$ cat src/rtl/branch_resolve_queue_if.sv
// Fetch/execute-facing bundle of the branch resolve queue: push and resolve
// requests in, history-table update, redirect and status out.
interface branch_resolve_queue_if #(
   parameter int PC_W  = 32,
   parameter int IDX_W = 5
);
   logic             push;
   logic [PC_W-1:0]  push_pc;
   logic             push_pred;
   logic             resolve;
   logic             resolve_taken;
   logic [PC_W-1:0]  resolve_target;
   logic             upd_en;
   logic [IDX_W-1:0] upd_addr;
   logic             upd_taken;
   logic             mispredict;
   logic [PC_W-1:0]  redirect_pc;
   logic             full;
   logic             empty;
   logic             overflow;
   logic             underflow;
   logic [15:0]      mispredict_cnt;

   modport master (
      output push, push_pc, push_pred, resolve, resolve_taken, resolve_target,
      input  upd_en, upd_addr, upd_taken, mispredict, redirect_pc,
             full, empty, overflow, underflow, mispredict_cnt
   );

   modport slave (
      input  push, push_pc, push_pred, resolve, resolve_taken, resolve_target,
      output upd_en, upd_addr, upd_taken, mispredict, redirect_pc,
             full, empty, overflow, underflow, mispredict_cnt
   );
endinterface

$ cat src/rtl/branch_resolve_queue.sv
// In-order queue of predicted branches; pops on resolve, updates the history
// table and raises a one-cycle redirect plus full flush on a misprediction.
module branch_resolve_queue #(
   parameter int DEPTH = 4,
   parameter int PC_W  = 32,
   parameter int IDX_W = 5
) (
   input logic                    clk,
   input logic                    arst_n,
   branch_resolve_queue_if.slave  bus
);
   localparam int PTR_W = $clog2(DEPTH);
   localparam int CNT_W = $clog2(DEPTH + 1);

   typedef enum logic [1:0] {ST_EMPTY, ST_PARTIAL, ST_FULL} state_t;

   state_t             state_reg, state_next;
   logic [PTR_W-1:0]   wp_reg, wp_next, rp_reg, rp_next;
   logic [CNT_W-1:0]   count_reg, count_next;
   logic               upd_en_reg, upd_taken_reg, mispredict_reg;
   logic [IDX_W-1:0]   upd_addr_reg;
   logic [PC_W-1:0]    redirect_pc_reg, redirect_pc_next;
   logic               overflow_reg, underflow_reg;
   logic [15:0]        mispredict_cnt_reg, mispredict_cnt_next;

   logic [PC_W-1:0]    entry_pc [DEPTH];
   logic               entry_pred [DEPTH];
   logic [PC_W-1:0]    head_pc;
   logic               head_pred;
   logic               pop_valid, mis, push_ok, overflow_set, underflow_set;

   // Entry storage carries no reset: contents are meaningless until pushed.
   for (genvar gi = 0; gi < DEPTH; gi++) begin : g_entry
      logic [PC_W-1:0] pc_q;
      logic            pred_q;
      always_ff @(posedge clk) begin
         if (push_ok && wp_reg == PTR_W'(gi)) begin
            pc_q   <= bus.push_pc;
            pred_q <= bus.push_pred;
         end
      end
      assign entry_pc[gi]   = pc_q;
      assign entry_pred[gi] = pred_q;
   end

   assign head_pc   = entry_pc[rp_reg];
   assign head_pred = entry_pred[rp_reg];

   // A same-cycle push never feeds the resolve: only pre-edge entries count.
   assign pop_valid     = bus.resolve && (count_reg != '0);
   assign mis           = pop_valid && (head_pred != bus.resolve_taken);
   assign push_ok       = bus.push && !mis &&
                          ((count_reg != CNT_W'(DEPTH)) || pop_valid);
   assign overflow_set  = bus.push && !mis && !push_ok;
   assign underflow_set = bus.resolve && (count_reg == '0);

   always_comb begin
      wp_next             = wp_reg;
      rp_next             = rp_reg;
      count_next          = count_reg;
      redirect_pc_next    = redirect_pc_reg;
      mispredict_cnt_next = mispredict_cnt_reg;
      if (mis) begin
         wp_next          = '0;
         rp_next          = '0;
         count_next       = '0;
         redirect_pc_next = bus.resolve_taken ? bus.resolve_target
                                              : head_pc + PC_W'(4);
         if (mispredict_cnt_reg != 16'hFFFF)
            mispredict_cnt_next = mispredict_cnt_reg + 16'd1;
      end else begin
         if (push_ok)
            wp_next = wp_reg + PTR_W'(1);
         if (pop_valid)
            rp_next = rp_reg + PTR_W'(1);
         if (push_ok && !pop_valid)
            count_next = count_reg + CNT_W'(1);
         else if (!push_ok && pop_valid)
            count_next = count_reg - CNT_W'(1);
      end
   end

   always_comb begin
      state_next = ST_PARTIAL;
      if (count_next == '0)
         state_next = ST_EMPTY;
      else if (count_next == CNT_W'(DEPTH))
         state_next = ST_FULL;
   end

   always_ff @(posedge clk or negedge arst_n) begin
      if (!arst_n) begin
         state_reg          <= ST_EMPTY;
         wp_reg             <= '0;
         rp_reg             <= '0;
         count_reg          <= '0;
         upd_en_reg         <= 1'b0;
         upd_addr_reg       <= '0;
         upd_taken_reg      <= 1'b0;
         mispredict_reg     <= 1'b0;
         redirect_pc_reg    <= '0;
         overflow_reg       <= 1'b0;
         underflow_reg      <= 1'b0;
         mispredict_cnt_reg <= '0;
      end else begin
         state_reg          <= state_next;
         wp_reg             <= wp_next;
         rp_reg             <= rp_next;
         count_reg          <= count_next;
         upd_en_reg         <= pop_valid;
         upd_addr_reg       <= pop_valid ? head_pc[IDX_W+1:2] : '0;
         upd_taken_reg      <= pop_valid && bus.resolve_taken;
         mispredict_reg     <= mis;
         redirect_pc_reg    <= redirect_pc_next;
         overflow_reg       <= overflow_reg | overflow_set;
         underflow_reg      <= underflow_reg | underflow_set;
         mispredict_cnt_reg <= mispredict_cnt_next;
      end
   end

   assign bus.upd_en         = upd_en_reg;
   assign bus.upd_addr       = upd_addr_reg;
   assign bus.upd_taken      = upd_taken_reg;
   assign bus.mispredict     = mispredict_reg;
   assign bus.redirect_pc    = redirect_pc_reg;
   assign bus.full           = (state_reg == ST_FULL);
   assign bus.empty          = (state_reg == ST_EMPTY);
   assign bus.overflow       = overflow_reg;
   assign bus.underflow      = underflow_reg;
   assign bus.mispredict_cnt = mispredict_cnt_reg;
endmodule

$ cat src/flat_wrapper.sv
// flat-port wrapper written by rule: the top's interface ports become plain ports
module branch_resolve_queue_flat 
#(
   parameter int DEPTH = 4,
   parameter int PC_W  = 32,
   parameter int IDX_W = 5
)
  (clk, arst_n, bus_push, bus_push_pc, bus_push_pred, bus_resolve, bus_resolve_taken, bus_resolve_target, bus_upd_en, bus_upd_addr, bus_upd_taken, bus_mispredict, bus_redirect_pc, bus_full, bus_empty, bus_overflow, bus_underflow, bus_mispredict_cnt);
  branch_resolve_queue_if #(.PC_W(PC_W), .IDX_W(IDX_W)) bus_i ();
  input logic clk;
  input logic arst_n;
  input wire logic [$bits(bus_i.push)-1:0] bus_push;
  input wire logic [$bits(bus_i.push_pc)-1:0] bus_push_pc;
  input wire logic [$bits(bus_i.push_pred)-1:0] bus_push_pred;
  input wire logic [$bits(bus_i.resolve)-1:0] bus_resolve;
  input wire logic [$bits(bus_i.resolve_taken)-1:0] bus_resolve_taken;
  input wire logic [$bits(bus_i.resolve_target)-1:0] bus_resolve_target;
  output wire logic [$bits(bus_i.upd_en)-1:0] bus_upd_en;
  output wire logic [$bits(bus_i.upd_addr)-1:0] bus_upd_addr;
  output wire logic [$bits(bus_i.upd_taken)-1:0] bus_upd_taken;
  output wire logic [$bits(bus_i.mispredict)-1:0] bus_mispredict;
  output wire logic [$bits(bus_i.redirect_pc)-1:0] bus_redirect_pc;
  output wire logic [$bits(bus_i.full)-1:0] bus_full;
  output wire logic [$bits(bus_i.empty)-1:0] bus_empty;
  output wire logic [$bits(bus_i.overflow)-1:0] bus_overflow;
  output wire logic [$bits(bus_i.underflow)-1:0] bus_underflow;
  output wire logic [$bits(bus_i.mispredict_cnt)-1:0] bus_mispredict_cnt;
  assign bus_i.push = bus_push;
  assign bus_i.push_pc = bus_push_pc;
  assign bus_i.push_pred = bus_push_pred;
  assign bus_i.resolve = bus_resolve;
  assign bus_i.resolve_taken = bus_resolve_taken;
  assign bus_i.resolve_target = bus_resolve_target;
  assign bus_upd_en = bus_i.upd_en;
  assign bus_upd_addr = bus_i.upd_addr;
  assign bus_upd_taken = bus_i.upd_taken;
  assign bus_mispredict = bus_i.mispredict;
  assign bus_redirect_pc = bus_i.redirect_pc;
  assign bus_full = bus_i.full;
  assign bus_empty = bus_i.empty;
  assign bus_overflow = bus_i.overflow;
  assign bus_underflow = bus_i.underflow;
  assign bus_mispredict_cnt = bus_i.mispredict_cnt;
  branch_resolve_queue #(.DEPTH(DEPTH), .PC_W(PC_W), .IDX_W(IDX_W)) u_core (.clk(clk), .arst_n(arst_n), .bus(bus_i));
endmodule
$ cat config.mk
export PLATFORM = sky130hd
export DESIGN_NAME = branch_resolve_queue_flat
export DESIGN_NICKNAME = d
export VERILOG_FILES = /design/src/rtl/branch_resolve_queue_if.sv /design/src/rtl/branch_resolve_queue.sv /design/src/flat_wrapper.sv
export SDC_FILE = /design/constraint.sdc
export NUM_CORES = 1
export LEC_CHECK = 0
export CORE_MARGIN = 2
export CORE_UTILIZATION = 54
export CTS_BUF_LIST = sky130_fd_sc_hd__clkbuf_16
export DETAILED_ROUTE_END_ITERATION = 10
export PLACE_DENSITY = 0.85
export SLEW_MARGIN = 20
export SYNTH_ARGS = -nofsm -noshare
export SYNTH_HDL_FRONTEND = slang
export SYNTH_SLANG_ARGS = --single-unit
$ cat constraint.sdc
create_clock -name clk -period 4.2 [get_ports clk]
set_clock_uncertainty 0.15 [all_clocks]
set_input_delay 1.05 -clock clk [delete_from_list [all_inputs] [get_ports clk]]
set_output_delay 1.05 -clock clk [all_outputs]
set_load 0.01 [all_outputs]
---- Yosys cells after proc, flatten, opt, wreduce, memory -nomap -nowiden ----
Index checks and enable logic that the tools add are counted.
cells by class
  $lt $le $gt $ge ......................... 1
  bitwise operators ....................... 3
  equal/unequal tests ..................... 8
  add/sub/neg operators ................... 6
  multiplexer cells ....................... 17
  reductions and logical operators ........ 25
operators by type and width
  cell                                                       number
  2-to-1 mux 32 bit                                          3
  binary-select mux 32 bit (select 2 bit)                    1
  adder 32 x 3 -> 32 bit (second input constant)             1
  adder 16 x 1 -> 16 bit (second input constant)             1
  != test 16 bit (second input constant)                     1
  logical AND 1 bit                                          13
  2-to-1 mux 2 bit                                           6
  2-to-1 mux 3 bit                                           3
  == test 2 bit (second input constant)                      3
  logical NOT 3 bit                                          2
  2-to-1 mux 5 bit                                           1
  adder 2 x 1 -> 2 bit (second input constant)               2
  logical NOT 2 bit                                          2
  nonzero test 2 bit                                         2
  adder 3 x 1 -> 3 bit (second input constant)               1
  == test 3 bit (second input constant)                      1
  greater-or-equal comparator 3 bit (second input constant)  1
  logical NOT 1 bit                                          3
  != test 3 bit (second input constant)                      1
  NOT 2 -> 3 bit                                             1
  nonzero test 3 bit                                         1
  subtractor 3 x 1 -> 3 bit (second input constant)          1
  binary-select mux 1 bit (select 2 bit)                     1
  == test 2 x 1 -> 1 bit (second input constant)             1
  other kinds (5)                                            7
word-level totals
  word-level logic and storage cells ...... 80
  register bits ........................... 199
  input port bits ......................... 70
  output and inout port bits .............. 60

---- Depth between registers and ports, before layout ----
Gate-level depths: netlist of run 1.
  depth after elaboration ................. 17
  mapped depth ............................ 11

---- Worst setup path after synthesis of run 1 ----
Ideal clock, no wire load.
  path type ............................... input-to-reg
  from .................................... input bus_resolve_taken
  to ...................................... register u_core.g_entry[0].pc_q[0], enable pin
  stages on the path ...................... 8
  data arrival time ....................... 2.832 ns
  path slack .............................. 0.825 ns
  path through ............................ clkbuf_1 inv_1 nand4_1 o21a_1 buf_2 inv_2 nor2_1 and2_1
between the ends
  longest elaborated chain between the ends .. 6
ends and longest elaborated chain
  element                          RTL line                    text
  from (decl)                      flat_wrapper.sv:16          input wire logic [$bits(bus_i.resolve_taken)-1:0] bus_resolve_taken;
  != test 1 bit                    branch_resolve_queue.sv:51  assign mis = pop_valid && (head_pred != bus.resolve_taken);
  logical AND 1 bit                branch_resolve_queue.sv:51
  logical NOT 1 bit                branch_resolve_queue.sv:52  assign push_ok = bus.push && !mis &&
  logical AND 1 bit (2 in series)  branch_resolve_queue.sv:52
  logical AND 1 bit                branch_resolve_queue.sv:37  if (push_ok && wp_reg == PTR_W'(gi)) begin
  to (signal assigned)             branch_resolve_queue.sv:38  pc_q <= bus.push_pc;
  to (decl)                        branch_resolve_queue.sv:34  logic [PC_W-1:0] pc_q;
No other way between the ends.
A chain may end at the register's enable or synchronous reset.

---- Worst setup path after layout of run 1 ----
  from .................................... register u_core.rp_reg[0]
  to ...................................... register u_core.redirect_pc_reg[24] (netlist: u_core.bus.redirect_pc[24])
between the ends
  longest elaborated chain between the ends .. 6
ends and longest elaborated chain
  element                                                                                            RTL line                                                text
  from (decl)                                                                                        branch_resolve_queue.sv:18                              logic [PTR_W-1:0] wp_reg, wp_next, rp_reg, rp_next;
  from (signal assigned)                                                                             branch_resolve_queue.sv:108                             rp_reg <= rp_next;
  NOT 2 -> 3 bit (implied by the code) *                                                             branch_resolve_queue.sv:46, branch_resolve_queue.sv:47
  binary-select mux 32 bit (select 2 bit) or binary-select mux 1 bit (select 2 bit) (tied branches)  branch_resolve_queue.sv:46, branch_resolve_queue.sv:47
  2-to-1 mux 32 bit (implied by the code) or 2-to-1 mux 1 bit (tied branches) (2 in series)          branch_resolve_queue.sv:46, branch_resolve_queue.sv:47
  adder 32 x 3 -> 32 bit or != test 1 bit (tied branches)                                            branch_resolve_queue.sv:68, branch_resolve_queue.sv:51
  2-to-1 mux 32 bit or logical AND 1 bit (tied branches)                                             branch_resolve_queue.sv:67, branch_resolve_queue.sv:51
  to (signal assigned)                                                                               branch_resolve_queue.sv:114                             redirect_pc_reg <= redirect_pc_next;
  to (decl)                                                                                          branch_resolve_queue.sv:22                              logic [PC_W-1:0] redirect_pc_reg, redirect_pc_next;
Mark *: on every way between the ends. The rest lies on a longest branch, timed or not. The select of a mux whose other input is x is not followed.

==> results of run 1 <==
==> synthesized netlist by cell type, types with 3 or more instances <==
| master | count | area (sq um) |
|---|---|---|
| a21oi_1 | 21 | 105.1 |
| a31oi_1 | 5 | 31.28 |
| and2_1 | 10 | 62.56 |
| and3_1 | 11 | 68.82 |
| and4_1 | 4 | 35.03 |
| buf_1 | 4 | 15.01 |
| buf_6 | 5 | 56.30 |
| clkbuf_1 | 9 | 33.78 |
| clkbuf_8 | 4 | 55.05 |
| dfrtp_1 | 67 | 1677 |
| edfxtp_1 | 132 | 3964 |
| ha_1 | 9 | 112.6 |
| inv_1 | 10 | 37.54 |
| mux2i_1 | 5 | 50.05 |
| mux4_1 | 21 | 551.8 |
| mux4_2 | 12 | 270.3 |
| nand2_1 | 52 | 195.2 |
| nand3_1 | 23 | 115.1 |
| nand4_1 | 11 | 68.82 |
| nor2_1 | 33 | 123.9 |
| nor2b_1 | 3 | 18.77 |
| nor3_1 | 5 | 25.02 |
| o211ai_1 | 4 | 30.03 |
| o21ai_0 | 17 | 85.08 |
| o22ai_1 | 16 | 100.1 |
| xnor2_1 | 28 | 245.2 |
| xor2_1 | 17 | 148.9 |
==> cell type report <==
| type | instances | area [sq um] | area share |
|---|---|---|---|
| clock buffers | 17 | 425.4 | 0.04024 |
| well taps | 216 | 270.3 | 0.02556 |
| multi-input cells | 332 | 2688 | 0.2542 |
| clock inverters | 15 | 115.1 | 0.01089 |
| repair buffers | 143 | 1391 | 0.1316 |
| flip-flops and latches | 199 | 5642 | 0.5336 |
| inverters | 11 | 41.29 | 0.003905 |
==> kinds of logic (layout without fill, tap and decap cells) <==
logic type	Yosys count	count (layout)	share of synthesized area
adders and majority gates	9	9	0.01313
DFF	199	199	0.6578
buffers and inverters	38	186	0.02874
xor gates and xnor gates	45	45	0.04597
AOI/OAI and AO/OA	75	75	0.05355
muxes	40	40	0.1043
and+or+nand+nor	163	163	0.09645
==> layer usage <==
| metal | wire, microns | vias up | global-route usage |
|---|---|---|---|
| met3 | 1153 | 40 | 0.04182 |
| met1 | 7777 | 2675 | 0.3051 |
| met2 | 9012 | 239 | 0.3708 |
| met5 | 0 | - | 0 |
| li1 | - | 2426 | - |
| met4 | 470 | 0 | 0.09867 |
==> path summary, 6_finish.rpt <==
path                                                 from  slack, ns  cells past startpoint                      endpoint
worst max-delay path                     u_core.rp_reg[0]       0.98                      7    u_core.bus.redirect_pc[24]
worst min-delay path            u_core.bus.redirect_pc[5]       0.35                      2     u_core.bus.redirect_pc[5]
worst max register to register           u_core.rp_reg[0]       0.98                      7    u_core.bus.redirect_pc[24]
worst min register to register  u_core.bus.redirect_pc[5]       0.35                      2     u_core.bus.redirect_pc[5]
max in group asynchronous                          arst_n       2.48                      2  u_core.bus.mispredict_cnt[3]
min in group asynchronous                          arst_n       0.44                      1             u_core.bus.upd_en
==> report_power, final <==
group / switching (W) / leakage, nW / internal [W] / total [W]
Clock: 0.000696 / 0.260 / 0.000807 / 0.00150
Sequential: 0.000280 / 2.04 / 0.00259 / 0.00287
Combinational: 0.00121 / 1.55 / 0.00112 / 0.00233
==> worst min-delay path, stage by stage, from the launching register on <==
cell,delay [ns]
dfrtp_1,0.35
nand2_1,0.06
o21ai_0,0.06
==> stage by stage <==
stage	area (sq um)	utilization	total power (W)	hold slack [ns]
after floorplan	8574	-	0.004303	0.3570
after global placement	10030	0.6385	0.005109	0.3205
after detailed placement	10030	0.6385	0.005216	0.3345
after CTS	10570	0.6729	0.006720	0.3537
after global routing	10570	0.6729	0.007039	0.3593
final	10570	0.6729	0.006703	0.3535
==> impl_results.md, run 1 <==
* Largest net degree at the start of global routing at 47
* DR WL/cell at 19.74 microns
* Register area share after synthesis at 0.6578
* Die area at 16900 sq um
* Final Worst Setup Slack at 0.9807 ns
* Initial antenna violation count at 0
* # setup viols final at 0
* Core ar. at 15710 sq um
* Post-synth EDFFs at 132
* Period Utilization, post-route at 0.7665
* Area Growth Syn to Fin at 23.30%
* Post-route setup TNS at 0 ns
* Data required time of the critical path at 4.36 ns
* TritonCTS Buffers at 17
* Worst VDD drop at around 0.36 mV
* Crit-path max FO at 22
* Worst skew pair latency at 0.43 ns
* Main synth FF type: edfxtp_1
* Worst-Margin Slew at 0.6984 ns
* Fin. Hold Viols at 0
* Pre-CTS setup slack at 0.6399 ns
* Residual DRC count at 0
* Clock Tree Root: clkbuf_16
* Post-layout min period at between 3 and 4 ns
* Global-route wire length before repair at between 20 and 30 mm
* YS warnings at 0
* Row Count at between 40 and 50
* Worst path cell trace: buf_4 -> mux4_1 -> nand4_1 -> nor4_1 -> a21boi_0 -> nor3_1 -> o21ai_0
* Mapped Nets at 648
* Syn Area/Cell at approximately 15 sq um
* HPWL after DPL at 12.75 mm
* Yosys reg bits at 199
* Max-slew violation count at 0
* Crit-path max cell delay at 0.78 ns
* Max-slew headroom at 0.5301
* Sink Count at between 150 and 200
* Clk slew on worst S/H paths at 0.07 ns
* Post_cts resized at 0
* Final nets at 783
* Pleak at 3.848 nW
* Async SR Flop Fraction at 0.3367
* HP Class: reg2reg
* Max reg flops at 128
* Placed cells at approximately 900
* GRT Total Usage at 0.2278
* Synthesized area at 8574 sq um
* CTS Hold Buffers Added at 0
* TritonCTS clock tree: done
* Grt total ovfl at 0
* Max Cap Viol at 0
* Vias in the first global route at 5367
* Most common cell after layout, fill and taps aside: edfxtp_1
* Via Count at 5380
* Die W at 130.0 microns
* CP top delay family: simple AND/OR/NAND/NOR gates
* 1st-pass router iterations at 6
* Fill cell count at approximately 1000
* H-Tree Depth at 4
* CP Launch Type: flop
* Most frequent cells in the layout: edfxtp_1 (132), clkdlybuf4s50_1 (128), dfrtp_1 (66)
* Initial Util at 0.5457
* Slowest cell on crit path: dfrtp_2
* Critical path arrival at about 3.4 ns
* Die Height at 130.0 microns
* Unrepaired setup endpoints after global routing: false
* Cells after Synth at 569
* Worst-case clock buffer depth at 2
* Gp weighted congestion at 0.9157
* WS Path Type: reg2reg
* Top Ports at 130
* N_diodes at 0
* Routed WL at 18.41 mm
* Critical path capture point type: flop
* Status: finished clean
* Avg Vias per Cell at 5.766
* WP buf/inv at 1
* # Post-CTS Setup Buffers at 0
* Port buffer count at 129
* P per Cell Area at 634.0 nW/um^2
* 1st-iter DRT viols at 451
* Detail Route Antenna Nets at 0
* Netlist cell types at 50
* Final std cells w/o fill at 933
* Fraction of layout cells with a size suffix above 1 at 0.09623
* Fmax at 310.6 MHz
(Power assumes the default switching activity.)
==> run 2: changes to the inputs <==
Clock period 4.2 ns to 3.35 ns, I/O delays scaled along.
==> run 2 against run 1 <==
Against the previous run:
- count of clock-buffer cells in the layout stayed put
- sequential share of layout area shrank 0.78 points
- total power is 30% higher
- sequential power up 25%
- hold slack lost 0.021 ns
- die area is the same
==> impl_results.md, run 2 (synthesis results as in run 1) <==
* # setup viols final at 0 (unchanged)
* Global-route wire length before repair at 29.50 mm (+3.6%)
* Worst R2R Path Depth at 7 (unchanged)
* Sink Count at 199 (unchanged)
* HP Class: in2async
* Clock Tree Root: clkbuf_16
* Worst reg2reg path endpoint: u_core.bus.redirect_pc[16]
* Fmax at 323.7 MHz (+4.2%)
* Largest net degree at the start of global routing at 39 (-17%)
* Fin. Hold Viols at 0 (unchanged)
* # Post-CTS Setup Buffers at 0 (unchanged)
* N_diodes at 0 (unchanged)
* Final nets at 787 (+0.51%)
* Grt total ovfl at 0 (unchanged)
* Port buffer count at 129 (unchanged)
* Critical path capture point type: flop
* Worst-case clock buffer depth at 2 (unchanged)
* WS Path Type: reg2reg
* Vias in the first global route at 5325 (-0.78%)
* Placed cells at 905 (+0.44%)
* Row Count at 46 (unchanged)
* Post_cts resized at 0 (unchanged)
* Worst VDD drop at 0.4870 mV (+36%)
* GRT Total Usage at 0.2363 (+0.008587)
* Top Ports at 130 (unchanged)
* DR WL/cell at 20.48 microns (+3.8%)
* Max-slew violation count at 0 (unchanged)
* Clk slew on worst S/H paths at 0.07 ns (about the same)
* Worst skew pair latency at 0.44 ns (about the same)
* Final std cells w/o fill at 937 (+0.43%)
* Detail Route Antenna Nets at 0 (unchanged)
* Gp weighted congestion at 0.8669 (-5.3%)
* Die area at 16900 sq um (unchanged)
* HPWL after DPL at 13.24 mm (+3.8%)
* Residual DRC count at 0 (unchanged)
* Max reg flops at 128 (unchanged)
* Unrepaired setup endpoints after global routing: false
* Avg Vias per Cell at 5.839 (+1.3%)
* Critical path arrival at 3.26 ns (-0.12 ns)
* Initial antenna violation count at 0 (unchanged)
* Die Height at 130.0 microns (unchanged)
* Post-layout min period at 3.089 ns (-0.1300 ns)
* Pre-CTS setup slack at 0.1022 ns (-0.5377 ns)
* Initial Util at 0.5457 (unchanged)
* Max-slew headroom at 0.4511 (-0.07896)
* Routed WL at 19.19 mm (+4.2%)
* Period Utilization, post-route at 0.9222 (+0.1557)
* CP Launch Type: flop
* Most common cell after layout, fill and taps aside: edfxtp_1
* Core ar. at 15710 sq um (unchanged)
* Reg-to-reg setup timing slack at 0.26 ns (-0.72 ns)
* R2r startpoint: u_core.rp_reg[0]
* Final Worst Setup Slack at 0.2607 ns (-0.7200 ns)
* Data required time of the critical path at 3.52 ns (-0.84 ns)
* Via Count at 5471 (+1.7%)
* Worst-Margin Slew at 0.8233 ns (+0.1249 ns)
* Die W at 130.0 microns (unchanged)
* Area Growth Syn to Fin at 25.13%
* Most frequent cells in the layout: edfxtp_1 (132), clkdlybuf4s50_1 (128), dfrtp_1 (66)
* Fill cell count at 1013 (-2.6%)
* Pleak at 3.921 nW (+1.9%)
* 1st-iter DRT viols at 594 (+32%)
* Fraction of layout cells with a size suffix above 1 at 0.1054 (+0.009175)
* Post-route setup TNS at 0 ns (unchanged)
* Status: finished clean
* TritonCTS clock tree: done
* H-Tree Depth at 4 (unchanged)
* 1st-pass router iterations at 5 (-1)
* P per Cell Area at 810.2 nW/um^2 (+28%)
* CTS Hold Buffers Added at 0 (unchanged)
* TritonCTS Buffers at 17 (unchanged)
* Crit-path max FO at 18 (-18%)
* Max Cap Viol at 0 (unchanged)
## run 2: worst max-delay path, cell delays in order (launching register included)
cell     delay, ns
dfrtp_2       0.68
mux4_1        0.73
ha_1          0.28
and4_1        0.21
and3_1        0.27
and3_1        0.20
xor2_1        0.16
o221a_2       0.28
## run 2: cell type report
class	count	area, sq um	area share
repair buffers	147	1484	0.1383
clock buffers	17	425.4	0.03965
flip-flops and latches	199	5642	0.5258
well taps	216	270.3	0.02519
clock inverters	15	178.9	0.01668
inverters	11	41.29	0.003848
multi-input cells	332	2688	0.2505
## run 2: per-stage QoR
stage	power (W)	hold WS, ns	instance area, sq um	util
floorplan	0.005394	0.3570	8574	-
global placement	0.006469	0.3222	10120	0.6444
detailed placement	0.006616	0.3303	10120	0.6444
CTS	0.008718	0.3456	10730	0.6828
global route	0.009098	0.3752	10730	0.6828
finish	0.008692	0.3324	10730	0.6828
## run 2: per-layer routing
metal / vias up / share of wire / global-route usage
met5: - / 0 / 0
met4: 0 / 0.025 / 0.08729
met3: 35 / 0.059 / 0.04756
met2: 230 / 0.49 / 0.3819
met1: 2768 / 0.42 / 0.3231
li1: 2438 / - / -
## run 2: worst max-delay path by stage
stage | startpoint | slack (ns) | cells after the start | end
after floorplan | u_core.rp_reg[0] | 0.08 | 9 | u_core.g_entry[0].pc_q[0]
after global placement | bus_resolve | 0.21 | 7 | u_core.bus.mispredict_cnt[6]
after detailed placement | bus_resolve | 0.10 | 7 | u_core.bus.mispredict_cnt[6]
after CTS | u_core.rp_reg[0] | 0.30 | 7 | u_core.bus.redirect_pc[16]
after global routing | u_core.rp_reg[0] | 0.17 | 7 | u_core.bus.redirect_pc[16]
final | u_core.rp_reg[0] | 0.26 | 7 | u_core.bus.redirect_pc[16]
## run 2: where the power goes
part	switching, W	leakage (nW)	total, W	internal [W]
logic	0.00157	1.59	0.00303	0.00146
clock network	0.000897	0.298	0.00208	0.00118
registers	0.000334	2.04	0.00358	0.00325
total	0.00280	3.92	0.00869	0.00589
==> run 3: changes to the inputs <==
Settings changed: CORE_UTILIZATION 54 to 45, GPL_ROUTABILITY_DRIVEN from default to 0, PLACE_DENSITY 0.85 to 0.73.
==> run 3 against run 2 <==
Against the previous run:
- worst setup slack improved by 0.18 ns
- die area increased by 19%
- count of clock-buffer cells in the layout unchanged
- highest routed layer unchanged
- largest cell class unchanged
- routed wire length decreased by 2.0%
- flip-flop and latch count unchanged
- sequential share of layout area decreased by 0.24 points
- critical path depth unchanged
==> impl_results.md, run 3 (synthesis results as in run 1) <==
* Met3 usage at 0.05283 (+0.005266)
* M1 GR Usage at 0.2708 (-0.05226)
* Post-layout min period at 2.909 ns (-0.1806 ns)
* Fin. Hold Viols at 0 (unchanged)
* Data required time of the critical path at 3.53 ns (about the same)
* Area Growth Syn to Fin at 25.71%
* Avg Vias per Cell at 5.488 (-6.0%)
* Max-slew violation count at 0 (unchanged)
* Final Worst Setup Slack at 0.4413 ns (+0.1806 ns)
* # Post-CTS Setup Buffers at 0 (unchanged)
* Final core utilization at 0.5763 (-0.1066)
* Net switching power at 0.002859 W (+1.9%)
* 1st-pass router iterations at 5 (unchanged)
* Sink Count at 199 (unchanged)
* Clock Tree Root: clkbuf_16
* Post-route setup TNS at 0 ns (unchanged)
* Sequential fraction of design power at 0.408 (-0.004)
* R2r startpoint: u_core.rp_reg[0]
* Most common cell after layout, fill and taps aside: edfxtp_1
* P per Cell Area at 807.3 nW/um^2 (-0.35%)
* Most Crowded Layer GR: met2
* Clock network power share at 0.246 (+0.007)
* Max Cap Viol at 0 (unchanged)
* # setup viols final at 0 (unchanged)
* Fill cell count at 1428 (+41%)
* Max-slew headroom at 0.3949 (-0.05623)
* Initial Util at 0.4584 (-0.08731)
* Critical path arrival at 3.08 ns (-0.18 ns)
* TritonCTS Buffers at 17 (unchanged)
* Row Count at 50 (+8.7%)
* Core ar. at 18710 sq um (+19%)
* Met2 global-route usage at 0.3005 (-0.08136)
* Routed WL at 18.80 mm (-2.0%)
* Die area at 20170 sq um (+19%)
* Crit-path max FO at 9 (-9)
* HP Class: reg2reg
* Fraction of layout cells with a size suffix above 1 at 0.1080 (+0.002624)
* Unrepaired setup endpoints after global routing: false
* Grt total ovfl at 0 (unchanged)
* Combinational Power Share at 0.346 (-0.003)
* Top Ports at 130 (unchanged)
* Initial antenna violation count at 0 (unchanged)
* CP Launch Type: flop
* CP startpoint: u_core.rp_reg[0]
* Hold Worst Slack at 0.3355 ns (+0.003080 ns)
* Post_cts resized at 0 (unchanged)
* Worst-case clock buffer depth at 2 (unchanged)
* HPWL after DPL at 13.04 mm (-1.5%)
* Sw Share at 0.3285 (+0.005862)
* Final nets at 788 (+0.13%)
* Worst VDD drop at 0.4350 mV (-11%)
* Period Utilization, post-route at 0.8683 (-0.05390)
* Vias in the first global route at 5239 (-1.6%)
* TritonCTS clock tree: done
* Fmax at 343.8 MHz (+6.2%)
* DR WL/cell at 19.64 microns (-4.1%)
* Via Count at 5252 (-4.0%)
* Largest net degree at the start of global routing at 42 (+7.7%)
* Most frequent cells in the layout: edfxtp_1 (132), clkdlybuf4s50_1 (128), dfrtp_1 (66)
* Pleak at 3.937 nW (+0.40%)
* P_int at 0.005843 W (-0.76%)
* H-Tree Depth at 4 (unchanged)
* Critical path capture point type: flop
* Worst skew pair latency at 0.44 ns (about the same)
* Clk slew on worst S/H paths at 0.07 ns (about the same)
* Port buffer count at 129 (unchanged)
* CTS Hold Buffers Added at 0 (unchanged)
* 1st-iter DRT viols at 372 (-37%)
* Pre-CTS setup slack at 0.3130 ns (+0.2108 ns)
* WS Path Type: reg2reg
* Detail Route Antenna Nets at 0 (unchanged)
* Max reg flops at 128 (unchanged)
* Residual DRC count at 0 (unchanged)
* Hold path start: u_core.bus.overflow
* GRT Total Usage at 0.1931 (-0.04327)
* Die W at 142.0 microns (+9.2%)
* Status: finished clean
* Global-route wire length before repair at 29.41 mm (-0.31%)
* Worst-Margin Slew at 0.9076 ns (+0.08434 ns)
* Die Height at 142.0 microns (+9.2%)
* Final Power at 0.008702 W (+0.11%)
[run 3: final timing paths]
| kind | slack, ns | depth (start not counted) | to |
|---|---|---|---|
| max | 0.44 | 7 | u_core.bus.redirect_pc[16] |
| min | 0.34 | 1 | u_core.bus.overflow |
| max reg2reg | 0.44 | 7 | u_core.bus.redirect_pc[16] |
| min reg2reg | 0.34 | 1 | u_core.bus.overflow |
| max in group asynchronous | 1.90 | 2 | u_core.bus.mispredict_cnt[14] |
| min in group asynchronous | 0.38 | 1 | u_core.bus.underflow |
[run 3: cell type report]
cell class	instances	area, sq um	area share
clock inverter	15	209.0	0.01938
sequential	199	5642	0.5234
inverter	11	41.29	0.003831
clock buffer	17	425.4	0.03947
multi-input combinational	332	2688	0.2493
timing repair buffer	148	1479	0.1372
tap	234	292.8	0.02716
antenna	1	2.502	0.0002322
[run 3: per-stage QoR]
stage	area, sq um	std cells
2_1_floorplan	8574	569
4_1_cts	10780	956
6_report	10780	957
3_5_place_dp	10140	924
5_1_grt	10780	956
3_3_place_gp	10140	924
[run 3: layer usage]
metal	share of wire	vias to the layer above
li1	-	2449
met1	0.45	2603
met2	0.47	180
met3	0.070	20
met4	0.012	0
met5	0	-
[run 3: critical path, stage by stage, from the launching register on]
cell and delay, ns:
dfrtp_2 0.54, mux4_1 0.72, ha_1 0.30, and4_1 0.21, and3_1 0.27, and3_1 0.20, xor2_1 0.14, o221a_2 0.27
[run 3: power by group through the flow]
stage / clock network [W] / registers [W] / logic (W)
3_3_place_gp: 0 / 0.00357 / 0.00295
4_1_cts: 0.00219 / 0.00355 / 0.00303
2_1_floorplan: 0 / 0.00362 / 0.00178
6_report: 0.00214 / 0.00355 / 0.00301
3_5_place_dp: 0 / 0.00360 / 0.00301
5_1_grt: 0.00229 / 0.00361 / 0.00326
